File: src/rtl/int4_vec_packer.sv
// -----------------------------------------------------------------------------
// int4_vec_packer
//
// Producer side of the int4 MAC operand bus. Collects a stream of 4-bit
// elements (LANES per beat) plus an 8-bit scale and packs one block of up to
// 63 elements into a 264-bit operand word for the int4 MAC array.
//
// Word layout:
//   nibbles 0-1   : scale (in_scale[3:0] -> nibble 0, in_scale[7:4] -> nibble 1)
//   nibbles 2..64 : elements 0..62 of the block
//   nibble 65     : always zero
//
// Parameters:
//   LANES      elements per input beat; must divide 63 (1,3,7,9,21,63)
//
// Ports:
//   clk        rising-edge clock
//   rst_n      asynchronous active-low reset
//   in_valid   input beat valid
//   in_ready   packer can accept a beat
//   in_elem    LANES elements, lane i at bits [4*i +: 4]
//   in_scale   block scale, sampled only on the first beat of a block
//   in_last    final beat of the block; remaining slots stay zero
//   out_valid  out_vec holds a complete packed word
//   out_ready  consumer accepts out_vec
//   out_vec    packed operand word
//   out_nelem  number of valid elements in out_vec (1..63)
// -----------------------------------------------------------------------------
module int4_vec_packer #(
    parameter int LANES = 1
) (
    input  logic               clk,
    input  logic               rst_n,
    input  logic               in_valid,
    output logic               in_ready,
    input  logic [4*LANES-1:0] in_elem,
    input  logic [7:0]         in_scale,
    input  logic               in_last,
    output logic               out_valid,
    input  logic               out_ready,
    output logic [263:0]       out_vec,
    output logic [5:0]         out_nelem
);

    typedef enum logic [1:0] {
        IDLE,
        FILL,
        FULL
    } state_t;

    localparam int MAX_ELEMS = 63;

    state_t         state_q;
    state_t         state_d;
    logic [5:0]     count_q;
    logic [6:0]     count_sum;
    logic [263:0]   vec_q;
    logic           ready_en_q;
    logic           accept;
    logic           block_done;
    logic           handshake;

    // in_ready must stay low while reset is held and only rise on the first
    // clock after release, so it is qualified by a flop that reset clears.
    assign in_ready   = ready_en_q && (state_q != FULL);
    assign accept     = in_valid && in_ready;
    assign handshake  = (state_q == FULL) && out_ready;

    // Because LANES divides 63 the running count lands exactly on 63 when a
    // block fills up; it can never step past it.
    assign count_sum  = {1'b0, count_q} + 7'(LANES);
    assign block_done = accept && ((count_sum == 7'(MAX_ELEMS)) || in_last);

    assign out_valid  = (state_q == FULL);
    assign out_vec    = vec_q;
    assign out_nelem  = (state_q == FULL) ? count_q : 6'd0;

    always_ff @(posedge clk or negedge rst_n) begin
        if (!rst_n) begin
            state_q <= IDLE;
        end else begin
            state_q <= state_d;
        end
    end

    always_comb begin
        state_d = state_q;
        case (state_q)
            IDLE: begin
                if (accept) begin
                    state_d = block_done ? FULL : FILL;
                end
            end
            FILL: begin
                if (block_done) begin
                    state_d = FULL;
                end
            end
            FULL: begin
                if (out_ready) begin
                    state_d = IDLE;
                end
            end
            default: begin
                state_d = IDLE;
            end
        endcase
    end

    // Datapath: the word register is cleared after each handshake so slots
    // left unwritten by an early in_last read back as zero elements.
    always_ff @(posedge clk or negedge rst_n) begin
        if (!rst_n) begin
            vec_q      <= '0;
            count_q    <= '0;
            ready_en_q <= 1'b0;
        end else begin
            ready_en_q <= 1'b1;
            if (handshake) begin
                vec_q   <= '0;
                count_q <= '0;
            end else if (accept) begin
                // Scale is captured only at block start, never mid-block.
                if (state_q == IDLE) begin
                    vec_q[7:0] <= in_scale;
                end
                for (int i = 0; i < LANES; i++) begin
                    vec_q[(int'(count_q) + i + 2) * 4 +: 4] <= in_elem[4*i +: 4];
                end
                count_q <= count_sum[5:0];
            end
        end
    end

endmodule
File: config.mk
export PLATFORM = sky130hd
export DESIGN_NAME = int4_vec_packer
export DESIGN_NICKNAME = d
export VERILOG_FILES = /design/src/rtl/int4_vec_packer.sv
export SDC_FILE = /design/constraint.sdc
export NUM_CORES = 1
export LEC_CHECK = 0
export ABC_AREA = 1
export CORE_UTILIZATION = 30
export DETAILED_ROUTE_END_ITERATION = 6
export DONT_BUFFER_PORTS = 1
export GPL_TIMING_DRIVEN = 1
export SETUP_SLACK_MARGIN = 0.1
export SYNTH_ARGS = -nofsm -noshare
export SYNTH_HDL_FRONTEND = slang
export SYNTH_SLANG_ARGS = --single-unit
File: constraint.sdc
create_clock -name clk -period 8.43 [get_ports clk]
set_input_delay 1.686 -clock clk [delete_from_list [all_inputs] [get_ports clk]]
set_output_delay 1.686 -clock clk [all_outputs]
set_load 0.005 [all_outputs]
==> flow_metrics.py, run 1 <==
metrics = {
    "cts": {
        "clockBufferDepth": 3,
        "cts.reportedPaths.clkPinSlew_ns": 0.06,
        "post_cts_buffers": 0,
        "postCtsHoldBufs": 0,
        "cts_root_buf": "clkbuf_16",
        "cts_num_sinks": 273,
        "clk_latency_ns": 0.53,
        "cts-resized-gates": 0,
        "numCtsBuffers": 34,
        "htreeDepth": 2,
        "cts_tree": "yes",
    },
    "critical_path": {
        "cp_top_family": "simple AND/OR/NAND/NOR gates",
        "required_ns": 8.85,
        "cp_num_buf_inv": 5,
        "cp_cell_sequence": "inv_1, ha_1, inv_1, nor2_1, nand3_1, nor2_2, nand2_1, inv_1, ha_1, inv_1, nor2_2, nand2_4, nor2_2, nand3_1, nand2_2, o21ai_0, o21ai_0, inv_1",
        "worst_ep_arrival_time_ns": 5.06,
        "reg2reg_depth": 18,
        "setup.worst_path.class": "reg -> reg",
        "critPathMaxStageDelay_ns": 0.91,
        "cpMaxStageDelayCell": "nor2_2",
        "cp.depth": 18,
        "cp_max_fo": 19,
        "start_kind": "flip-flop",
        "critPathCaptureType": "flip-flop",
        "path_common_cell": "inv_1",
    },
    "synth": {
        "synth_cell_type_count": 41,
        "syn-num-nets": 1761,
        "synthMuxAreaShare": 0,
        "synth_edf_count": 0,
        "postSynthCellCount": 1739,
        "ys.flop_type": "dfrtp_1",
        "synth_area_um2": 13700,
        "synth-simple-area-share": 0.339,
        "synth-adder-area-share": 0.00456,
        "synth_seq_cells": 273,
        "synthArstFlopShare": 1.00,
        "ys_seq_area_frac": 0.498,
        "synth_top_family_by_area": "simple AND/OR/NAND/NOR gates",
        "synth.avg_cell_area_um2": 7.88,
        "yosysWarnings": 0,
        "synth_xor_area_frac": 0.00493,
        "synth_compound_area_frac": 0.0869,
    },
    "global_route": {
        "grt_pass1_vias": 11900,
        "grt_usage": 0.215,
        "grt_overflow": 0,
        "antenna_found_initial": 0,
        "grt_max_degree": 274,
        "grt_pass1_wl_um": 75700,
    },
    "floorplan": {
        "io_pins": 289,
        "fp.coreArea_um2": 44600,
        "die_h_um": 216,
        "dieArea_um2": 46500,
        "die_w_um": 216,
        "initial_core_util": 0.307,
        "num_rows": 77,
    },
    "timing": {
        "slew_viol_final": 0,
        "setup_violations": 0,
        "max_freq_mhz": 216,
        "skew_ns": 0.0141,
        "holdWs_ns": 0.497,
        "setup_tns_ns": 0,
        "min_period_over_period": 0.550,
        "slew_headroom": 0.260,
        "period_minus_slack_ns": 4.64,
        "grt_setup_unrepaired": "no",
        "hold_violations": 0,
        "worst_pin_slew_ns": 1.10,
    },
    "finish": {
        "fillers": 4681,
        "final_nets": 1731,
        "syn2layout_area_growth_pct": 12.1,
        "multiInputGateArea_um2": 5980,
        "layout-drive-gt1-share": 0.0963,
        "mostFrequentLayoutCell": "nand2_1",
        "mostFrequentLayoutCells": "nand2_1, dfrtp_1, nor2_1, nand3_1, inv_1",
        "final_cell_area_um2": 15400,
        "regArea_um2": 6830,
        "antenna_cells": 0,
    },
    "drt": {
        "viasPerCell": 5.22,
        "m1WireLength_um": 21200,
        "drtPass1Iterations": 5,
        "vias": 12200,
        "drtIter0Drc": 1089,
        "wl_per_cell_um": 21.7,
        "highest_layer": "met4",
        "routed_wl_um": 50500,
        "drc": 0,
        "wl_met3_um": 5190,
        "wl_met2_um": 22600,
        "antenna_left": 0,
    },
    "placed_design": {
        "place_congestion": 0.902,
        "dp_hpwl_um": 36100,
        "post_dp_cell_area_um2": 14200,
        "io_buffers": 0,
    },
    "flow_run": {
        "drv_cap": 0,
    },
    "worst_hold_path": {
        "hold_path_depth": 2,
        "hp-class": "reg -> reg",
    },
    "run_status": {
        "status": "complete, no violations",
    },
    "power": {
        "sw_frac_of_total": 0.462,
        "power.density_nw_per_um2": 344,
        "p_clk_frac": 0.290,
        "cell_internal_pwr_mw": 2.84,
        "sequentialPowerShare": 0.331,
        "p_sw_mw": 2.44,
        "combPwrFrac": 0.378,
        "ir_worst_vdd_mv": 0.355,
        "p_leak_nw": 7.21,
    },
}
-- state kept, by name, summed over array words and instances, names as in the netlist --
| name | cells |
|---|---|
| count_q | 6 |
| out_vec | 264 |
| state_q | 2 |
| ready_en_q | 1 |
-- path summary, 6_finish.rpt --
path                             startpoint      endpoint  slack [ns]
worst max-delay path             count_q[0]  out_vec[132]        3.79
worst min-delay path            out_vec[44]   out_vec[44]        0.50
worst max register to register   count_q[0]  out_vec[132]        3.79
worst min register to register  out_vec[44]   out_vec[44]        0.50
max in group asynchronous             rst_n   out_vec[88]        7.00
min in group asynchronous             rst_n    out_vec[1]        0.86
-- layout make-up --
type	instances	area share
Inverter	146	0.0360
Sequential cell	273	0.445
Tap cell	592	0.0482
Clock inverter	17	0.0147
Clock buffer	44	0.0612
Multi-Input combinational cell	1242	0.389
Timing Repair Buffer	12	0.00587
-- worst min-delay path: cells and delay by family, from the launching register on --
kind             cells  cell delay [ns]
and+or+nand+nor      2             0.10
DFF                  1             0.36
-- cells by family after synthesis --
logic type,count (synthesis)
xor gates and xnor gates,6
other,1
and+or+nand+nor,1020
AOI/OAI and AO/OA,210
buffers and inverters,224
adders and majority gates,5
DFF,273
-- per-stage QoR --
stage / utilization / cells / power [mW] / worst slack [ns]
floorplan: - / 1739 / 3.09 / 5.27
global placement: 0.318 / 2265 / 3.72 / 4.04
detailed placement: 0.318 / 2265 / 3.76 / 3.89
CTS: 0.344 / 2326 / 5.32 / 3.84
global route: 0.344 / 2326 / 5.59 / 3.45
finish: 0.344 / 2326 / 5.28 / 3.79
-- metal layers --
metal | global-route usage | vias up
met4 | 0.0804 | 0
met2 | 0.332 | 497
met5 | 0 | -
met1 | 0.274 | 5884
met3 | 0.0788 | 80
li1 | - | 5689
-- synthesized netlist by cell type, types with 22 or more instances --
library cell / n / area, um^2
inv_2: 29 / 109
nand4_1: 71 / 444
nand3_1: 191 / 956
o21ai_1: 50 / 250
o21ai_0: 76 / 380
buf_2: 27 / 135
dfrtp_1: 273 / 6830
nand2_1: 455 / 1710
a21oi_1: 39 / 195
inv_1: 113 / 424
nor2_1: 209 / 785
clkbuf_1: 22 / 82.6
nor3_1: 22 / 110
-- power groups by stage --
stage	Combinational [mW]	Clock, mW	Sequential (mW)
3_3_place_gp	1.95	0	1.78
4_1_cts	1.99	1.57	1.76
2_1_floorplan	1.43	0	1.66
3_5_place_dp	1.99	0	1.77
6_report	2.00	1.53	1.75
5_1_grt	2.19	1.62	1.78
Power figures use the tool's default switching activity.
==> run 2: changes to the inputs <==
==> constraint.sdc (replaced) <==
create_clock -name clk -period 4.4 [get_ports clk]
set_input_delay 0.88 -clock clk [delete_from_list [all_inputs] [get_ports clk]]
set_output_delay 0.88 -clock clk [all_outputs]
set_load 0.005 [all_outputs]
==> run 2 against run 1 <==
Net effect:
- die area stayed put
- worst hold slack worse by 0.44 ns
- maximum frequency is 28% higher
- clock power is 82% higher
- global-route usage is 0.054 points lower
- largest power group unchanged
- critical path depth is 3 lower
- critical endpoint is now out_vec[248]
- largest cell class unchanged
- routed wire length is 1.1% lower
- sequential share of layout area hardly changed
==> flow_metrics.py, run 2 (synthesis results as in run 1) <==
metrics = {
    "critical_path": {
        "required_ns": 4.87,
        "critPathCaptureType": "flip-flop",
        "worst_ep_arrival_time_ns": 4.09,
        "reg2reg_depth": 15,
        "reg2reg_slack_ns": 0.77,
        "reg2reg_from": "count_q[1]",
        "startpoint": "count_q[1]",
        "cp_max_fo": 19,
        "worstReg2RegEnd": "out_vec[248]",
        "endpoint": "out_vec[248]",
        "setup.worst_path.class": "reg -> reg",
        "start_kind": "flip-flop",
    },
    "power": {
        "p_sw_mw": 4.64,
        "sw_frac_of_total": 0.463,
        "combPwrFrac": 0.391,
        "power.density_nw_per_um2": 652,
        "p_leak_nw": 7.22,
        "finalPower_mw": 10.0,
        "sequentialPowerShare": 0.331,
        "ir_worst_vdd_mv": 0.375,
        "p_clk_frac": 0.278,
        "cell_internal_pwr_mw": 5.38,
    },
    "global_route": {
        "grt_pass1_wl_um": 76000,
        "antenna_found_initial": 1,
        "grt_max_degree": 274,
        "grt_usage": 0.215,
        "grt_pass1_vias": 11900,
        "grt_overflow": 0,
    },
    "finish": {
        "antenna_cells": 0,
        "layout-drive-gt1-share": 0.0981,
        "syn2layout_area_growth_pct": 12.2,
        "mostFrequentLayoutCells": "nand2_1, dfrtp_1, nor2_1, nand3_1, inv_1",
        "mostFrequentLayoutCell": "nand2_1",
        "final_nets": 1743,
        "largest_reg_flops": 264,
    },
    "cts": {
        "cts_tree": "yes",
        "post_cts_buffers": 0,
        "clk_latency_ns": 0.53,
        "htreeDepth": 2,
        "postCtsHoldBufs": 0,
        "numCtsBuffers": 34,
        "cts_root_buf": "clkbuf_16",
        "cts.reportedPaths.clkPinSlew_ns": 0.06,
        "clockBufferDepth": 3,
        "cts-resized-gates": 0,
        "cts_num_sinks": 273,
    },
    "drt": {
        "drtIter0Drc": 1052,
        "drtPass1Iterations": 5,
        "antenna_left": 0,
        "viasPerCell": 5.23,
        "wl_per_cell_um": 21.4,
        "routed_wl_um": 50000,
        "vias": 12200,
        "drc": 0,
    },
    "run_status": {
        "status": "complete, no violations",
    },
    "timing": {
        "hold_violations": 0,
        "setup_tns_ns": 0,
        "skew_ns": 0.0221,
        "setup_violations": 0,
        "slew_viol_final": 0,
        "max_freq_mhz": 276,
        "grt_setup_unrepaired": "no",
        "slew_headroom": 0.386,
        "period_minus_slack_ns": 3.63,
        "worst_pin_slew_ns": 0.921,
        "min_period_over_period": 0.824,
    },
    "worst_hold_path": {
        "hp-class": "in -> async",
    },
    "floorplan": {
        "dieArea_um2": 46500,
        "num_rows": 77,
        "die_w_um": 216,
        "io_pins": 289,
        "die_h_um": 216,
        "fp.coreArea_um2": 44600,
        "initial_core_util": 0.307,
    },
    "placed_design": {
        "dp_hpwl_um": 36500,
        "place_congestion": 0.896,
        "io_buffers": 0,
    },
    "flow_run": {
        "drv_cap": 0,
    },
}
-- run 2: final cells by class --
class	count	area [um^2]
Clock buffer	52	1000
Multi-Input combinational cell	1242	5970
Inverter	146	553
Sequential cell	273	6830
Timing Repair Buffer	24	180
Fill cell	4646	29200
Tap cell	592	741
Clock inverter	7	92.6
-- run 2: critical path, cell delays in order (launching register included) --
cell      delay, ns
dfrtp_1        0.45
ha_1           0.38
nor2_1         0.12
nand3_1        0.10
nor2_2         0.19
nand2_1        0.07
inv_1          0.10
ha_1           0.25
inv_1          0.17
nor2_2         0.20
nand2_4        0.27
inv_1          0.53
nand4_1        0.30
nand2_1        0.21
nand3b_1       0.10
nand2_1        0.07
-- run 2: power by group through the flow --
stage	registers [mW]	clock network, mW	logic [mW]
floorplan	3.19	0	2.73
global placement	3.36	0	3.83
detailed placement	3.37	0	3.87
CTS	3.33	2.87	3.89
global route	3.36	2.95	4.28
finish	3.31	2.79	3.92
-- run 2: how the worst min path moves through the flow --
stage / to / from / cells after the start
after detailed placement: out_vec[44] / out_vec[44] / 2
after global placement: out_vec[44] / out_vec[44] / 2
after global routing: out_vec[2] / rst_n / 0
final: out_vec[195] / rst_n / 0
after floorplan: out_vec[44] / out_vec[44] / 2
after CTS: out_vec[2] / rst_n / 0
-- run 2: through the flow --
step           worst slack [ns]  hold WS, ns  utilization  instances  cell area [um^2]
2_1_floorplan              1.24        0.464            -       1739             13700
3_3_place_gp              0.993        0.482        0.320       2277             14300
3_5_place_dp              0.888        0.484        0.320       2277             14300
4_1_cts                   0.817       0.0120        0.345       2336             15400
5_1_grt                   0.546       0.0273        0.345       2336             15400
6_report                  0.774       0.0524        0.345       2336             15400
-- run 2: routing by layer --
metal | track usage | share of wire
met5 | 0 | 0
met4 | 0.0783 | 0.030
met3 | 0.0765 | 0.11
met1 | 0.272 | 0.41
met2 | 0.336 | 0.45
==> run 3: changes to the inputs <==
==> constraint.sdc (replaced) <==
create_clock -name clk -period 2.9 [get_ports clk]
set_input_delay 0.58 -clock clk [delete_from_list [all_inputs] [get_ports clk]]
set_output_delay 0.58 -clock clk [all_outputs]
set_load 0.005 [all_outputs]
==> run 3 against run 2 <==
Net effect:
- the run now ends with negative hold slack left
- register-to-register slack got worse by 0.58 ns
- largest cell class unchanged
- critical path type unchanged
- die area unchanged
- core utilization increased by 2.4 points
- highest routed layer unchanged
- total power increased by 65%
- clock power increased by 57%
==> flow_metrics.py, run 3 (synthesis results as in run 1) <==
metrics = {
    "critical_path": {
        "reg2reg_slack_ns": 0.19,
        "cp_max_fo": 5,
        "cpMaxStageDelayCell": "dfrtp_2",
        "reg2reg_depth": 19,
        "required_ns": 3.31,
        "cp.depth": 19,
        "startpoint": "count_q[1]",
        "cp_cell_sequence": "buf_4, nand3_1, nand2_1, nand2_2, nor2_2, nand2_1, inv_2, ha_4, inv_4, nand3_4, inv_2, nand2_2, nor2_4, buf_6, nand3_2, nor2_4, nand2_4, o21ai_1, nor2_1",
        "endpoint": "out_vec[206]",
        "start_kind": "flip-flop",
        "critPathMaxStageDelay_ns": 0.45,
        "setup.worst_path.class": "reg -> reg",
        "worstReg2RegEnd": "out_vec[206]",
        "reg2reg_from": "count_q[1]",
        "cp_num_buf_inv": 5,
        "worst_ep_arrival_time_ns": 3.12,
        "cp_top_family": "simple AND/OR/NAND/NOR gates",
        "critPathCaptureType": "flip-flop",
    },
    "finish": {
        "mostFrequentLayoutCell": "nand2_1",
        "syn2layout_area_growth_pct": 19.9,
        "final_util": 0.368,
        "fillers": 4591,
        "layout-drive-gt1-share": 0.167,
        "multiInputGateArea_um2": 6330,
        "largest_reg_flops": 264,
        "final_nets": 1806,
        "regArea_um2": 6830,
        "mostFrequentLayoutCells": "nand2_1, dfrtp_1, nor2_1, nand3_1, inv_1",
        "final_cell_area_um2": 16400,
        "antenna_cells": 0,
    },
    "cts": {
        "cts_tree": "yes",
        "cts_num_sinks": 273,
        "cts.reportedPaths.clkPinSlew_ns": 0.06,
        "clk_latency_ns": 0.54,
        "clockBufferDepth": 3,
        "numCtsBuffers": 34,
        "cts_root_buf": "clkbuf_16",
        "htreeDepth": 2,
    },
    "timing": {
        "skew_ns": 0.0232,
        "max_freq_mhz": 369,
        "slew_headroom": 0.441,
        "period_minus_slack_ns": 2.71,
        "grt_setup_unrepaired": "yes",
        "setup_violations": 0,
        "setup_tns_ns": 0,
        "min_period_over_period": 0.935,
        "hold_violations": 273,
        "holdWs_ns": -0.235,
        "slew_viol_final": 0,
        "worst_pin_slew_ns": 0.839,
    },
    "flow_run": {
        "drv_cap": 0,
    },
    "global_route": {
        "grt_max_degree": 274,
        "busiest_layer": "met2",
        "use_met2": 0.325,
        "grt_util_met1": 0.256,
        "grt_pass1_vias": 11900,
        "met3_usage": 0.0870,
        "grt_overflow": 0,
        "grt_pass1_wl_um": 74100,
        "antenna_found_initial": 0,
        "grt_usage": 0.210,
    },
    "run_status": {
        "status": "complete, but fails checks",
        "violations": "negative hold slack",
    },
    "power": {
        "combPwrFrac": 0.430,
        "sw_frac_of_total": 0.451,
        "finalPower_mw": 16.5,
        "p_clk_frac": 0.265,
        "p_sw_mw": 7.45,
        "cell_internal_pwr_mw": 9.08,
        "power.density_nw_per_um2": 1010,
        "p_leak_nw": 7.65,
        "ir_worst_vdd_mv": 0.594,
        "sequentialPowerShare": 0.305,
    },
    "drt": {
        "drtIter0Drc": 1013,
        "vias": 12400,
        "drc": 0,
        "viasPerCell": 5.16,
        "antenna_left": 0,
        "drtPass1Iterations": 5,
        "wl_per_cell_um": 20.5,
        "routed_wl_um": 49200,
    },
    "floorplan": {
        "io_pins": 289,
        "num_rows": 77,
        "die_h_um": 216,
        "die_w_um": 216,
        "initial_core_util": 0.307,
        "dieArea_um2": 46500,
        "fp.coreArea_um2": 44600,
    },
    "placed_design": {
        "io_buffers": 0,
        "dp_hpwl_um": 36500,
        "post_dp_cell_area_um2": 14800,
        "place_congestion": 0.899,
    },
    "worst_hold_path": {
        "hp-class": "in -> async",
    },
}
## run 3: worst min path at each step
stage	slack, ns	cells past startpoint	to	from
floorplan	0.28	0	count_q[0]	rst_n
CTS	-0.28	0	out_vec[80]	rst_n
global route	-0.26	0	out_vec[7]	rst_n
global placement	0.30	0	out_vec[5]	rst_n
detailed placement	0.30	0	out_vec[7]	rst_n
finish	-0.24	0	out_vec[5]	rst_n
## run 3: area by class of cell
type / count / area share
Clock buffer: 54 / 0.0657
Tap cell: 592 / 0.0451
Multi-Input combinational cell: 1242 / 0.385
Clock inverter: 7 / 0.00548
Inverter: 146 / 0.0341
Timing Repair Buffer: 87 / 0.0484
Sequential cell: 273 / 0.416
## run 3: layer usage
layer  vias to the layer above  routed length, um  part of all wire
li1                       5859                  -                 -
met5                         -                  0                 0
met2                       552              22200              0.45
met1                      5887              19500              0.40
met4                         0               1800             0.037
met3                        92               5720              0.12
## run 3: per-stage QoR
stage                     setup WS [ns]  hold slack (ns)  std cells
after detailed placement         0.0603            0.300       2331
after floorplan                   0.100            0.284       1739
final                             0.190           -0.235       2401
after global placement           0.0569            0.299       2331
after CTS                         0.101           -0.280       2394
after global routing             0.0291           -0.260       2401
## run 3: worst register-to-register path, delay by kind of cell, from the launching register on
kind / cells / cell delay (ns)
adders and majority gates: 1 / 0.16
and+or+nand+nor: 12 / 1.33
buffers and inverters: 5 / 0.53
DFF: 1 / 0.45
AOI/OAI and AO/OA: 1 / 0.13
## run 3: power groups by stage
stage / Clock [mW] / Sequential [mW] / Combinational, mW
global route: 4.64 / 5.12 / 7.68
CTS: 4.49 / 5.05 / 6.55
global placement: 0 / 5.11 / 6.44
finish: 4.38 / 5.04 / 7.11
detailed placement: 0 / 5.12 / 6.50
floorplan: 0 / 4.83 / 4.17
## run 3: repair_timing
item	4_1_cts	5_1_grt
gates resized for setup	0	94
setup buffers	2	7
endpoints found under the hold margin	273	273
setup endpoints to repair	2	237
pin swaps	1	13
